## config.mk

```make
export PLATFORM = sky130hd
export DESIGN_NAME = line_memory_controller_flat
export DESIGN_NICKNAME = d
export VERILOG_FILES = /design/src/rtl/line_memory_controller_pkg.sv /design/src/rtl/line_memory_controller_if.sv /design/src/rtl/line_memory_controller_wfifo.sv /design/src/rtl/line_memory_controller.sv /design/src/flat_wrapper.sv
export SDC_FILE = /design/constraint.sdc
export NUM_CORES = 1
export LEC_CHECK = 0
export BUFFER_PORTS_ARGS = -buffer_cell sky130_fd_sc_hd__buf_2
export CORE_ASPECT_RATIO = 0.5
export CORE_MARGIN = 8
export CORE_UTILIZATION = 46
export DETAILED_ROUTE_END_ITERATION = 8
export GPL_TIMING_DRIVEN = 0
export HOLD_SLACK_MARGIN = 0.03
export PLACE_DENSITY = 0.88
export SLEW_MARGIN = 20
export SYNTH_ARGS = -nofsm -noshare
export SYNTH_HDL_FRONTEND = slang
export SYNTH_SLANG_ARGS = --single-unit
```

## constraint.sdc

```tcl
create_clock -name clk -period 2.35 [get_ports clk]
set_clock_uncertainty 0.1 [all_clocks]
set_input_delay 0.1175 -clock clk [delete_from_list [all_inputs] [get_ports clk]]
set_output_delay 0.1175 -clock clk [all_outputs]
set_load 0.03 [all_outputs]
```

## src/rtl/line_memory_controller_pkg.sv

```systemverilog
// Shared types and line geometry for the line memory controller.
// Optional statistics are enabled with LINE_MEMORY_CONTROLLER_STATS_EN.
package line_memory_controller_pkg;

   typedef enum logic [1:0] {
      IDLE  = 2'd0,
      FILL  = 2'd1,
      EVICT = 2'd2
   } memc_state_e;

   localparam int LINE_WORDS_DEF = 64;
   localparam int SRAM_AW        = 10;
   localparam int EXT_AW         = 30;
   localparam int DATA_W         = 32;

   // Word idx of the line holding base, wrapping inside the line.
   function automatic logic [EXT_AW-1:0] line_addr(
      input logic [EXT_AW-1:0]  base,
      input logic [SRAM_AW-1:0] idx,
      input int                 lw_log
   );
      logic [EXT_AW-1:0] mask;
      mask = (EXT_AW'(1) << lw_log) - EXT_AW'(1);
      return (base & ~mask) | ((base + EXT_AW'(idx)) & mask);
   endfunction

endpackage

```

## src/rtl/line_memory_controller_if.sv

```systemverilog
// External memory request/response channel of the line memory controller.
// Requests use valid/ready; read responses return in order.
interface line_memory_controller_if;
   import line_memory_controller_pkg::*;

   logic              OUT_EXT_valid;
   logic              OUT_EXT_we;
   logic [EXT_AW-1:0] OUT_EXT_addr;
   logic [DATA_W-1:0] OUT_EXT_data;
   logic              IN_EXT_ready;
   logic              IN_EXT_rvalid;
   logic [DATA_W-1:0] IN_EXT_rdata;

   modport master (
      output OUT_EXT_valid,
      output OUT_EXT_we,
      output OUT_EXT_addr,
      output OUT_EXT_data,
      input  IN_EXT_ready,
      input  IN_EXT_rvalid,
      input  IN_EXT_rdata
   );

   modport slave (
      input  OUT_EXT_valid,
      input  OUT_EXT_we,
      input  OUT_EXT_addr,
      input  OUT_EXT_data,
      output IN_EXT_ready,
      output IN_EXT_rvalid,
      output IN_EXT_rdata
   );

endinterface

```

## src/rtl/line_memory_controller_wfifo.sv

```systemverilog
// Eviction data FIFO between the SRAM read port and the external write channel.
// A push into a full FIFO is accepted only when a pop frees a slot that cycle.
module memc_wfifo
   import line_memory_controller_pkg::*;
#(
   parameter  int DEPTH = 4,
   parameter  int WIDTH = DATA_W,
   localparam int CW    = $clog2(DEPTH + 1)
) (
   input  logic             clk,
   input  logic             rst,
   input  logic             push,
   input  logic [WIDTH-1:0] data,
   input  logic             pop,
   output logic [WIDTH-1:0] head,
   output logic             empty,
   output logic [CW-1:0]    count
);

   localparam int PW = (DEPTH > 1) ? $clog2(DEPTH) : 1;

   logic [WIDTH-1:0] mem_q [DEPTH];
   logic [WIDTH-1:0] mem_d [DEPTH];
   logic [PW-1:0]    wr_q, wr_d;
   logic [PW-1:0]    rd_q, rd_d;
   logic [CW-1:0]    cnt_q, cnt_d;
   logic             do_push;
   logic             do_pop;

   always_comb begin
      do_pop  = pop && (cnt_q != '0);
      do_push = push && ((cnt_q != CW'(DEPTH)) || do_pop);
      mem_d   = mem_q;
      wr_d    = wr_q;
      rd_d    = rd_q;
      if (do_push) begin
         mem_d[wr_q] = data;
         wr_d = (wr_q == PW'(DEPTH - 1)) ? '0 : wr_q + 1'b1;
      end
      if (do_pop) begin
         rd_d = (rd_q == PW'(DEPTH - 1)) ? '0 : rd_q + 1'b1;
      end
      cnt_d = cnt_q + CW'(do_push) - CW'(do_pop);
   end

   always_ff @(posedge clk) begin
      if (rst) begin
         for (int i = 0; i < DEPTH; i++) begin
            mem_q[i] <= '0;
         end
         wr_q  <= '0;
         rd_q  <= '0;
         cnt_q <= '0;
      end else begin
         mem_q <= mem_d;
         wr_q  <= wr_d;
         rd_q  <= rd_d;
         cnt_q <= cnt_d;
      end
   end

   assign head  = mem_q[rd_q];
   assign empty = (cnt_q == '0);
   assign count = cnt_q;

endmodule

```

## src/rtl/line_memory_controller.sv

```systemverilog
// Whole-line fill/evict engine between cache SRAM and external memory.
// LINE_MEMORY_CONTROLLER_STATS_EN enables fill/evict/busy-cycle counters.
module line_memory_controller
   import line_memory_controller_pkg::*;
#(
   parameter  int NUM_CACHES  = 2,
   parameter  int LINE_WORDS  = LINE_WORDS_DEF,
   parameter  int WFIFO_DEPTH = 4,
   localparam int ID_W        = (NUM_CACHES > 1) ? $clog2(NUM_CACHES) : 1
) (
   input  logic                          clk,
   input  logic                          rst,
   input  logic [NUM_CACHES-1:0]         IN_ce,
   input  logic [NUM_CACHES-1:0]         IN_we,
   input  logic [NUM_CACHES*SRAM_AW-1:0] IN_sramAddr,
   input  logic [NUM_CACHES*EXT_AW-1:0]  IN_extAddr,
   output logic [SRAM_AW-1:0]            OUT_progress,
   output logic [ID_W-1:0]               OUT_cacheID,
   output logic                          OUT_busy,
   output logic                          OUT_CACHE_ce,
   output logic                          OUT_CACHE_we,
   output logic [SRAM_AW-1:0]            OUT_CACHE_addr,
   output logic [DATA_W-1:0]             OUT_CACHE_data,
   input  logic [DATA_W-1:0]             IN_CACHE_data,
   line_memory_controller_if.master      ext,
   output logic [31:0]                   OUT_statFills,
   output logic [31:0]                   OUT_statEvicts,
   output logic [31:0]                   OUT_statBusyCycles
);

   localparam int LW_LOG = $clog2(LINE_WORDS);
   localparam int IW     = LW_LOG + 1;
   localparam int FCW    = $clog2(WFIFO_DEPTH + 1);

   memc_state_e        state_q, state_d;
   logic               busy_q, busy_d;
   logic [SRAM_AW-1:0] prog_q, prog_d;
   logic [ID_W-1:0]    id_q, id_d;
   logic [SRAM_AW-1:0] sbase_q, sbase_d;
   logic [EXT_AW-1:0]  ebase_q, ebase_d;
   logic [IW-1:0]      iss_q, iss_d;
   logic               rd_fly_q, rd_fly_d;

   logic [ID_W-1:0]    win;
   logic               accept;
   logic               last_beat;
   logic               f_push;
   logic               f_pop;
   logic [DATA_W-1:0]  f_head;
   logic               f_empty;
   logic [FCW-1:0]     f_count;

   // Lowest-index requester wins; the rest are dropped.
   always_comb begin
      win = '0;
      for (int i = NUM_CACHES - 1; i >= 0; i--) begin
         if (IN_ce[i]) begin
            win = ID_W'(i);
         end
      end
   end

   assign accept    = (state_q == IDLE) && (|IN_ce);
   assign last_beat = (prog_q == SRAM_AW'(LINE_WORDS - 1));

   always_comb begin
      state_d            = state_q;
      busy_d             = busy_q;
      prog_d             = prog_q;
      id_d               = id_q;
      sbase_d            = sbase_q;
      ebase_d            = ebase_q;
      iss_d              = iss_q;
      rd_fly_d           = 1'b0;
      f_push             = 1'b0;
      f_pop              = 1'b0;
      OUT_CACHE_ce       = 1'b0;
      OUT_CACHE_we       = 1'b0;
      OUT_CACHE_addr     = '0;
      OUT_CACHE_data     = '0;
      ext.OUT_EXT_valid  = 1'b0;
      ext.OUT_EXT_we     = 1'b0;
      ext.OUT_EXT_addr   = '0;
      ext.OUT_EXT_data   = '0;
      unique case (state_q)
         IDLE: begin
            if (accept) begin
               id_d    = win;
               busy_d  = 1'b1;
               prog_d  = '0;
               iss_d   = '0;
               sbase_d = IN_sramAddr[int'(win)*SRAM_AW +: SRAM_AW];
               ebase_d = IN_extAddr[int'(win)*EXT_AW +: EXT_AW];
               state_d = IN_we[win] ? EVICT : FILL;
            end
         end
         FILL: begin
            ext.OUT_EXT_valid = (iss_q != IW'(LINE_WORDS));
            ext.OUT_EXT_addr  = line_addr(ebase_q, SRAM_AW'(iss_q), LW_LOG);
            if (ext.OUT_EXT_valid && ext.IN_EXT_ready) begin
               iss_d = iss_q + 1'b1;
            end
            if (ext.IN_EXT_rvalid) begin
               OUT_CACHE_ce   = 1'b1;
               OUT_CACHE_we   = 1'b1;
               OUT_CACHE_addr = SRAM_AW'(line_addr(EXT_AW'(sbase_q), prog_q, LW_LOG));
               OUT_CACHE_data = ext.IN_EXT_rdata;
               prog_d         = prog_q + 1'b1;
               if (last_beat) begin
                  state_d = IDLE;
                  busy_d  = 1'b0;
               end
            end
         end
         EVICT: begin
            f_push = rd_fly_q;
            // Reserve a FIFO slot for every read still in flight.
            if ((iss_q != IW'(LINE_WORDS)) &&
                ((32'(f_count) + 32'(rd_fly_q)) < 32'(WFIFO_DEPTH))) begin
               OUT_CACHE_ce   = 1'b1;
               OUT_CACHE_addr = SRAM_AW'(line_addr(EXT_AW'(sbase_q), SRAM_AW'(iss_q), LW_LOG));
               iss_d          = iss_q + 1'b1;
               rd_fly_d       = 1'b1;
            end
            ext.OUT_EXT_valid = !f_empty;
            ext.OUT_EXT_we    = !f_empty;
            if (!f_empty) begin
               ext.OUT_EXT_addr = line_addr(ebase_q, prog_q, LW_LOG);
               ext.OUT_EXT_data = f_head;
            end
            if (!f_empty && ext.IN_EXT_ready) begin
               f_pop  = 1'b1;
               prog_d = prog_q + 1'b1;
               if (last_beat) begin
                  state_d = IDLE;
                  busy_d  = 1'b0;
               end
            end
         end
         default: begin
            state_d = IDLE;
            busy_d  = 1'b0;
         end
      endcase
   end

   always_ff @(posedge clk) begin
      if (rst) begin
         state_q  <= IDLE;
         busy_q   <= 1'b0;
         prog_q   <= '0;
         id_q     <= '0;
         sbase_q  <= '0;
         ebase_q  <= '0;
         iss_q    <= '0;
         rd_fly_q <= 1'b0;
      end else begin
         state_q  <= state_d;
         busy_q   <= busy_d;
         prog_q   <= prog_d;
         id_q     <= id_d;
         sbase_q  <= sbase_d;
         ebase_q  <= ebase_d;
         iss_q    <= iss_d;
         rd_fly_q <= rd_fly_d;
      end
   end

   memc_wfifo #(
      .DEPTH (WFIFO_DEPTH),
      .WIDTH (DATA_W)
   ) u_wfifo (
      .clk   (clk),
      .rst   (rst),
      .push  (f_push),
      .data  (IN_CACHE_data),
      .pop   (f_pop),
      .head  (f_head),
      .empty (f_empty),
      .count (f_count)
   );

   assign OUT_progress = prog_q;
   assign OUT_cacheID  = id_q;
   assign OUT_busy     = busy_q;

`ifdef LINE_MEMORY_CONTROLLER_STATS_EN
   logic [31:0] fills_q, fills_d;
   logic [31:0] evicts_q, evicts_d;
   logic [31:0] bcyc_q, bcyc_d;

   always_comb begin
      fills_d  = fills_q;
      evicts_d = evicts_q;
      bcyc_d   = busy_q ? bcyc_q + 32'd1 : bcyc_q;
      if (accept) begin
         if (IN_we[win]) begin
            evicts_d = evicts_q + 32'd1;
         end else begin
            fills_d = fills_q + 32'd1;
         end
      end
   end

   always_ff @(posedge clk) begin
      if (rst) begin
         fills_q  <= '0;
         evicts_q <= '0;
         bcyc_q   <= '0;
      end else begin
         fills_q  <= fills_d;
         evicts_q <= evicts_d;
         bcyc_q   <= bcyc_d;
      end
   end

   assign OUT_statFills      = fills_q;
   assign OUT_statEvicts     = evicts_q;
   assign OUT_statBusyCycles = bcyc_q;
`else
   assign OUT_statFills      = '0;
   assign OUT_statEvicts     = '0;
   assign OUT_statBusyCycles = '0;
`endif

endmodule

```

## src/flat_wrapper.sv

```systemverilog
// flat-port wrapper written by rule: the top's interface ports become plain ports
module line_memory_controller_flat import line_memory_controller_pkg::*;
#(
   parameter  int NUM_CACHES  = 2,
   parameter  int LINE_WORDS  = LINE_WORDS_DEF,
   parameter  int WFIFO_DEPTH = 4,
   localparam int ID_W        = (NUM_CACHES > 1) ? $clog2(NUM_CACHES) : 1
)
  (clk, rst, IN_ce, IN_we, IN_sramAddr, IN_extAddr, OUT_progress, OUT_cacheID, OUT_busy, OUT_CACHE_ce, OUT_CACHE_we, OUT_CACHE_addr, OUT_CACHE_data, IN_CACHE_data, OUT_statFills, OUT_statEvicts, OUT_statBusyCycles, ext_OUT_EXT_valid, ext_OUT_EXT_we, ext_OUT_EXT_addr, ext_OUT_EXT_data, ext_IN_EXT_ready, ext_IN_EXT_rvalid, ext_IN_EXT_rdata);
  line_memory_controller_if ext_i ();
  input  logic clk;
  input  logic rst;
  input  logic [NUM_CACHES-1:0] IN_ce;
  input  logic [NUM_CACHES-1:0] IN_we;
  input  logic [NUM_CACHES*SRAM_AW-1:0] IN_sramAddr;
  input  logic [NUM_CACHES*EXT_AW-1:0] IN_extAddr;
  output logic [SRAM_AW-1:0] OUT_progress;
  output logic [ID_W-1:0] OUT_cacheID;
  output logic OUT_busy;
  output logic OUT_CACHE_ce;
  output logic OUT_CACHE_we;
  output logic [SRAM_AW-1:0] OUT_CACHE_addr;
  output logic [DATA_W-1:0] OUT_CACHE_data;
  input  logic [DATA_W-1:0] IN_CACHE_data;
  output logic [31:0] OUT_statFills;
  output logic [31:0] OUT_statEvicts;
  output logic [31:0] OUT_statBusyCycles;
  output wire logic [$bits(ext_i.OUT_EXT_valid)-1:0] ext_OUT_EXT_valid;
  output wire logic [$bits(ext_i.OUT_EXT_we)-1:0] ext_OUT_EXT_we;
  output wire logic [$bits(ext_i.OUT_EXT_addr)-1:0] ext_OUT_EXT_addr;
  output wire logic [$bits(ext_i.OUT_EXT_data)-1:0] ext_OUT_EXT_data;
  input wire logic [$bits(ext_i.IN_EXT_ready)-1:0] ext_IN_EXT_ready;
  input wire logic [$bits(ext_i.IN_EXT_rvalid)-1:0] ext_IN_EXT_rvalid;
  input wire logic [$bits(ext_i.IN_EXT_rdata)-1:0] ext_IN_EXT_rdata;
  assign ext_OUT_EXT_valid = ext_i.OUT_EXT_valid;
  assign ext_OUT_EXT_we = ext_i.OUT_EXT_we;
  assign ext_OUT_EXT_addr = ext_i.OUT_EXT_addr;
  assign ext_OUT_EXT_data = ext_i.OUT_EXT_data;
  assign ext_i.IN_EXT_ready = ext_IN_EXT_ready;
  assign ext_i.IN_EXT_rvalid = ext_IN_EXT_rvalid;
  assign ext_i.IN_EXT_rdata = ext_IN_EXT_rdata;
  line_memory_controller #(.NUM_CACHES(NUM_CACHES), .LINE_WORDS(LINE_WORDS), .WFIFO_DEPTH(WFIFO_DEPTH)) u_core (.clk(clk), .rst(rst), .IN_ce(IN_ce), .IN_we(IN_we), .IN_sramAddr(IN_sramAddr), .IN_extAddr(IN_extAddr), .OUT_progress(OUT_progress), .OUT_cacheID(OUT_cacheID), .OUT_busy(OUT_busy), .OUT_CACHE_ce(OUT_CACHE_ce), .OUT_CACHE_we(OUT_CACHE_we), .OUT_CACHE_addr(OUT_CACHE_addr), .OUT_CACHE_data(OUT_CACHE_data), .IN_CACHE_data(IN_CACHE_data), .ext(ext_i), .OUT_statFills(OUT_statFills), .OUT_statEvicts(OUT_statEvicts), .OUT_statBusyCycles(OUT_statBusyCycles));
endmodule
```

==> results.toml, run 1 <==
[cts]
cts_tree = "built"
clock_path_buffers = 2
cts_sinks = 197
insertion_delay_ns = 0.44
htreeDepth = 4
clk_pin_slew_worst_paths_ns = 0.07
root_buffer = "clkbuf_16"
numCtsBuffers = 17

[sta]
fin_crit_ns = 2.55
fin_crit_sh_pct = 109
slew_viol_final = 0
rsz0062_at_grt = "yes"
max_slew.worst_pin.slew_ns = 0.776
hold_viol = 0
slew_headroom_pct = 48.3
finalSetupViolCount = 17
fin_ws_ns = -0.201
holdWs_ns = 0.0400
fmax_mhz = 392

[worst_setup_path]
r2r.worst_path.cells = 7
slowest_stage = "dfxtp_4"
crit_cells = 9
end_kind = "primary output"
max_stage_delay_ns = 0.39
cp.required_ns = 2.13
cp-start-kind = "flop"
worstPathCellList = "ha_4, inv_2, fa_2, nor2b_1, o21a_1, or3_1, a32oi_2, nor2_1, buf_4"
cp.arrival_ns = 2.33
crit_buf_inv = 2
critical_path_class = "reg -> out"
crit_fanout = 4
critPathTopFamily = "simple AND/OR/NAND/NOR gates"

[synth]
synthFlopType = "dfxtp_1"
synth-seq-area-share_pct = 36.4
synth_edf_count = 0
synth_area_per_cell_um2 = 8.29
netlist_area_um2 = 10800
yosysUniqueCellTypes = 50
synthArstFlopShare_pct = 0
ys_ff_latch = 197
synth_cells = 1307
yosys.area.top_type_share_pct = 36.4
yosysTopAreaCell = "dfxtp_1"
yosysMostFrequentCell = "nand2_1"
yosys_warnings = 0
netlist_top_cells_area = "dfxtp_1 36%, nand2_1 8.7%, a21oi_1 7.3%, buf_4 6.7%, mux4_2 6.7%"
synth_common_cells = "251 x nand2_1, 197 x dfxtp_1, 157 x a21oi_1"

[die]
rows = 39
core_um2 = 23000
io_pins = 368
start_util_pct = 47.1
dieArea_um2 = 29000
fp.dieW_um = 233
dieHeight_um = 125

[power]
internal_power_mw = 6.38
finalPower_mw = 10.2
power.leakage_nw = 6.84
ir_worst_vdd_uv = 516
power_frac_seq_pct = 37.6
p_clk_share_pct = 28.8
powerDensity_nw_per_um2 = 655
switching_share_pct = 37.4
p_sw_mw = 3.82
p_comb_share_pct = 33.6

[place]
numPortBuffers = 270
post-place-ws_ns = -0.605
dp_hpwl_mm = 27.7
place_congestion = 0.908
dp_cells = 1979

[final_layout]
area_delta_synth_final_pct = 43.7
nets = 2017
drive_gt1_share_pct = 32.2
fin_cells = 2147

[global_route]
overflow = 0
grt_pass1_wl_mm = 62.2
grt_pass1_vias = 11400
grt_max_degree = 20
grt_antenna_before_repair = 1
track_usage_pct = 26.3

[min_path]
hold_depth = 3
min-delay-path-class = "in -> reg"

[routing]
drtIter0Drc = 1518
drc = 0
avgViaCountPerCell = 5.57
routedWlPerCell_um = 20.0
drt-pass1-iter-count = 6
ant_nets = 0
wirelength_mm = 43.0
vias = 12000

[run_status]
violations = "negative setup slack"
status = "finished, violations left"

[run]
cap_violations = 0
-- tightest hold or removal path: stages --
cell and delay [ns]:
buf_2 0.08, mux2i_1 0.10, a211oi_1 0.23
-- cell usage in the layout (no fill, tap or decap), types with 9 or more instances in the layout --
cell type,synthesis,layout
clkbuf_16,0,17
buf_4,96,137
buf_2,8,251
inv_1,20,12
nand3_1,45,42
o21ai_0,15,14
conb_1,1,96
dfxtp_4,0,12
ha_1,35,17
xnor2_1,10,10
clkbuf_2,0,21
a21o_1,10,10
nand2_1,251,249
a211oi_1,47,44
mux4_2,32,32
dfxtp_1,197,178
buf_6,0,15
a21oi_1,157,149
nor2_1,60,58
nor2b_1,10,9
clkbuf_1,79,50
and3_1,37,36
ha_4,0,16
mux2i_1,41,41
dlygate4sd3_1,0,104
and2_1,66,61
-- cells by family (layout without fill, tap and decap cells) --
kind of cell               Yosys count  count (layout)  share of synthesized area, %
and+or+nand+nor                    502             502                          21.4
DFF                                197             197                          36.4
adders and majority gates           40              40                          4.97
xor gates and xnor gates            15              15                          1.21
other                                1              98                        0.0346
AOI/OAI and AO/OA                  267             267                          14.8
muxes                               73              73                          10.4
buffers and inverters              212             648                          10.8
-- stage by stage --
stage          utilization [%]  area (um2)  setup TNS, ns
3_5_place_dp              56.3       12900         -21.91
3_3_place_gp              56.3       12900         -19.73
4_1_cts                   65.9       15100         -0.249
6_report                  67.7       15600         -0.905
5_1_grt                   67.7       15600          -2.69
2_1_floorplan                -       11200              0
-- final timing paths --
| path | start | end | slack, ns |
|---|---|---|---|
| min reg2reg | u_core.u_wfifo.mem_q[22] | u_core.u_wfifo.mem_q[22] | 0.36 |
| max | u_core.iss_q[0] | ext_OUT_EXT_addr[4] | -0.20 |
| min | IN_sramAddr[0] | u_core.sbase_q[0] | 0.04 |
| max reg2reg | u_core.state_q[0] | u_core.OUT_progress[3] | -0.06 |
-- area by class of cell --
type                    instances  area [um2]
multi-input cells             993        6540
well taps                     307         384
repair buffers                407        2750
inverters                      21        92.6
clock buffers                  20         457
diodes                          2        5.00
flip-flops and latches        197        4000
plain buffers                 188        1210
clock inverters                12         130
fillers                      1655        7420
-- registers in the layout, summed over array words and instances, names as in the netlist --
name                  cells
u_core.rd_fly_q           1
u_core.iss_q              7
u_core.u_wfifo.wr_q       2
u_core.u_wfifo.mem_q    128
u_core.u_wfifo.count      3
u_core.ebase_q           30
u_core.state_q            2
u_core.OUT_busy           1
u_core.u_wfifo.rd_q       2
u_core.OUT_progress      10
u_core.sbase_q           10
u_core.OUT_cacheID        1
-- power by group through the flow --
stage	Sequential (mW)	Combinational [mW]	Clock, mW
4_1_cts	3.77	3.08	2.91
3_5_place_dp	3.83	2.67	0
5_1_grt	3.85	3.63	3.08
6_report	3.83	3.43	2.94
3_3_place_gp	3.82	2.61	0
2_1_floorplan	3.80	1.92	0
-- metal layers --
metal  track usage [%]  vias up  routed length [um]
li1                  -     5350                   -
met1              30.5     5630               15300
met2              47.4      775               21600
met3              4.07      209                3690
met4              11.7        0                2370
met5                 0        -                   0
-- what timing repair did --
item                                   4_1_cts  5_1_grt
hold buffers                               104        0
endpoints found under the hold margin      166        0
resized for setup                          127      111
buffers inserted                            19       14
pin swaps                                   20       30
setup endpoints to repair                  111      191
No activity file was read; power rests on OpenSTA's default activity.
==> run 2, diff against run 1 <==
--- a/config.mk
+++ b/config.mk
@@ -5,14 +5,15 @@
 export SDC_FILE = /design/constraint.sdc
 export NUM_CORES = 1
 export LEC_CHECK = 0
+export ABC_AREA = 1
 export BUFFER_PORTS_ARGS = -buffer_cell sky130_fd_sc_hd__buf_2
 export CORE_ASPECT_RATIO = 0.5
 export CORE_MARGIN = 8
-export CORE_UTILIZATION = 46
+export CORE_UTILIZATION = 47
 export DETAILED_ROUTE_END_ITERATION = 8
 export GPL_TIMING_DRIVEN = 0
 export HOLD_SLACK_MARGIN = 0.03
-export PLACE_DENSITY = 0.88
+export PLACE_DENSITY = 0.78
 export SLEW_MARGIN = 20
 export SYNTH_ARGS = -nofsm -noshare
 export SYNTH_HDL_FRONTEND = slang
==> run 2 against run 1 <==
- the flow still finishes with violations (negative setup slack)
- via count rose by 10%
- register-to-register slack improved by 0.08 ns
- clock-buffer cell count decreased by 1
- setup slack improved by 0.098 ns
- die area up 0.62%
- clock power hardly changed
- sequential cell count unchanged
- non-clock buffer count rose by 17
- first-iteration DRC count down 1.9%
- sequential power increased by 6.5%
- highest routed layer unchanged
==> results.toml, run 2 <==
[synth]
synth_compound_area_share_pct = 24.7
synthFlopType = "dfxtp_1"
synth_cells = 1641
yosysUniqueCellTypes = 35
yosysTopAreaCell = "dfxtp_1"
yosysMostFrequentCell = "a21oi_1"
synthAdderAreaFrac_pct = 4.83
synth_mux_area_share_pct = 0
synth_edf_count = 0
synth-xor-area-share_pct = 1.02
ys_ff_latch = 197
synthArstFlopShare_pct = 0
synth_top_family_by_area = "compound AO/OA/AOI/OAI gates"
synthSimpleGateAreaFrac_pct = 17.0
netlist_area_um2 = 11100
synth-seq-area-share_pct = 35.4
netlist_top_cells_area = "dfxtp_1 35%, a21oi_1 16%, o21ai_0 8.2%, nand2_1 7.4%, buf_4 6.5%"
synth_area_per_cell_um2 = 6.79
synth_common_cells = "351 x a21oi_1, 220 x nand2_1, 197 x dfxtp_1"
yosys.area.top_type_share_pct = 35.4
yosys_warnings = 0

[global_route]
track_usage_pct = 27.7
grt_pass1_wl_mm = 65.4
grt_antenna_before_repair = 9
grt_max_degree = 20
grt_pass1_vias = 12200
overflow = 0

[routing]
wirelength_mm = 44.1
drc = 0
drt-pass1-iter-count = 6
ant_nets = 0
vias = 13200
drtIter0Drc = 1489
avgViaCountPerCell = 5.30
routedWlPerCell_um = 17.7

[worst_setup_path]
max_stage_delay_ns = 0.41
cp.arrival_ns = 2.24
cp.required_ns = 2.13
worstPathCellList = "buf_6, inv_4, ha_4, nand2_2, inv_2, nand3_2, nand4_1, buf_6, a21oi_4, clkinv_4, nor2_4, buf_6"
r2r.worst_path.cells = 8
rrSetupSlack_ns = 0.02
critical_path_class = "reg -> out"
end_kind = "primary output"
r2r-start = "u_core.state_q[1]"
r2r_end = "u_core.sbase_q[7]"
cp-start-kind = "flop"
crit_fanout = 4
slowest_stage = "dfxtp_4"
crit_buf_inv = 6
critPathTopFamily = "buffers and inverters"
crit_path_frequent_cell = "buf_6"

[power]
power.leakage_nw = 6.96
p_sw_mw = 4.47
p_clk_share_pct = 26.4
internal_power_mw = 6.64
p_comb_share_pct = 36.9
ir_worst_vdd_uv = 435
finalPower_mw = 11.1
powerDensity_nw_per_um2 = 707
power_frac_seq_pct = 36.7
switching_share_pct = 40.2

[sta]
finalSetupViolCount = 8
rsz0062_at_grt = "yes"
fmax_mhz = 408
fin_crit_sh_pct = 104
fin_ws_ns = -0.103
slew_headroom_pct = 49.4
fin_crit_ns = 2.45
max_slew.worst_pin.slew_ns = 0.760
slew_viol_final = 0
holdWs_ns = 0.0818
hold_viol = 0

[run_status]
violations = "negative setup slack"
status = "finished, violations left"

[final_layout]
reg.largest.list = "u_core.u_wfifo.mem_q x128, u_core.ebase_q x30"
top_register = "u_core.u_wfifo.mem_q"
area_delta_synth_final_pct = 41.1
nets = 2356
drive_gt1_share_pct = 25.4
largest_register_ff_count = 128
final_cell_mix = "336 x a21oi_1, 265 x buf_2, 215 x nand2_1, 181 x o21ai_0, 179 x dfxtp_1"
n_fill_cell = 1926
final_common_cell = "a21oi_1"

[place]
dp_hpwl_mm = 29.2
post-place-ws_ns = -0.257
place_congestion = 0.938
numPortBuffers = 270

[cts]
clock_path_buffers = 2
clk_pin_slew_worst_paths_ns = 0.08
cts_sinks = 197
insertion_delay_ns = 0.45
numCtsBuffers = 17
root_buffer = "clkbuf_16"
cts_tree = "built"
htreeDepth = 4

[die]
core_um2 = 23000
io_pins = 368
start_util_pct = 48.4
dieArea_um2 = 29200
fp.dieW_um = 234
rows = 39
dieHeight_um = 125

[min_path]
min_from = "IN_we[0]"
min-delay-path-class = "in -> reg"
hold_path_end = "u_core.state_q[0]"
hold_depth = 7

[run]
cap_violations = 0
-- run 2: cell families (layout without fill, tap and decap cells) --
family | after synthesis | after routing
buf+inv | 396 | 837
other cells | 1 | 106
xor+xnor | 13 | 13
compound gates | 542 | 542
simple gates | 452 | 452
flops | 197 | 197
fa+ha+maj | 40 | 40
-- run 2: stage by stage --
step	cells	util [%]	TNS (ns)	cell area, um2
2_1_floorplan	1736	-	-0.0363	11500
3_3_place_gp	2313	57.6	-2.83	13300
3_5_place_dp	2313	57.6	-3.26	13300
4_1_cts	2474	66.8	-0.238	15400
5_1_grt	2493	68.3	-2.31	15700
6_report	2494	68.3	-0.459	15700
-- run 2: what timing repair did --
action                     in CTS  in global routing
hold endpoints to repair      170                  0
setup endpoints to repair     129                 81
buffers inserted               16                 12
gates resized for setup       108                 75
hold buffers                  114                  0
pin swaps                      12                 15
-- run 2: metal layers --
| layer | GRT usage (%) | vias up | share of wire (%) |
|---|---|---|---|
| met5 | 0 | - | 0 |
| met2 | 46.9 | 837 | 49 |
| met1 | 32.0 | 5973 | 37 |
| met3 | 7.23 | 154 | 9.8 |
| met4 | 14.1 | 0 | 4.6 |
| li1 | - | 6244 | - |
-- run 2: worst reg2reg max path, cell delays in order, from the launching register on --
cell      delay [ns]
dfxtp_4         0.37
inv_1           0.08
ha_1            0.23
inv_1           0.09
a21oi_2         0.36
inv_1           0.19
clkbuf_1        0.38
a21oi_1         0.29
a21oi_1         0.11
-- run 2: worst max-delay path by stage --
stage / from / to / slack [ns] / cells after the start
floorplan: u_core.state_q[0] / u_core.u_wfifo.count[2] / -0.04 / 12
global placement: u_core.state_q[0] / u_core.u_wfifo.count[2] / -0.24 / 12
detailed placement: u_core.state_q[0] / u_core.u_wfifo.count[2] / -0.26 / 12
CTS: u_core.ebase_q[0] / ext_OUT_EXT_addr[4] / -0.09 / 9
global route: u_core.iss_q[0] / OUT_CACHE_addr[7] / -0.16 / 12
finish: u_core.iss_q[0] / OUT_CACHE_addr[7] / -0.10 / 12
-- run 2: final cells by class --
| cell class | count | area, um2 | share of cell area, % |
|---|---|---|---|
| clock buffers | 19 | 443 | 2.82 |
| repair buffers | 412 | 2820 | 17.9 |
| diodes | 10 | 25.0 | 0.159 |
| inverters | 193 | 734 | 4.67 |
| flip-flops and latches | 197 | 3990 | 25.4 |
| well taps | 307 | 384 | 2.44 |
| multi-input cells | 1143 | 5970 | 38.0 |
| clock inverters | 13 | 139 | 0.883 |
| plain buffers | 200 | 1220 | 7.78 |
-- run 2: power groups by stage --
| stage | Combinational [mW] | Sequential, mW | Clock [mW] |
|---|---|---|---|
| 2_1_floorplan | 2.24 | 4.01 | 0 |
| 3_3_place_gp | 3.09 | 4.06 | 0 |
| 3_5_place_dp | 3.12 | 4.07 | 0 |
| 4_1_cts | 3.58 | 4.03 | 2.93 |
| 5_1_grt | 4.40 | 4.10 | 3.08 |
| 6_report | 4.10 | 4.08 | 2.94 |
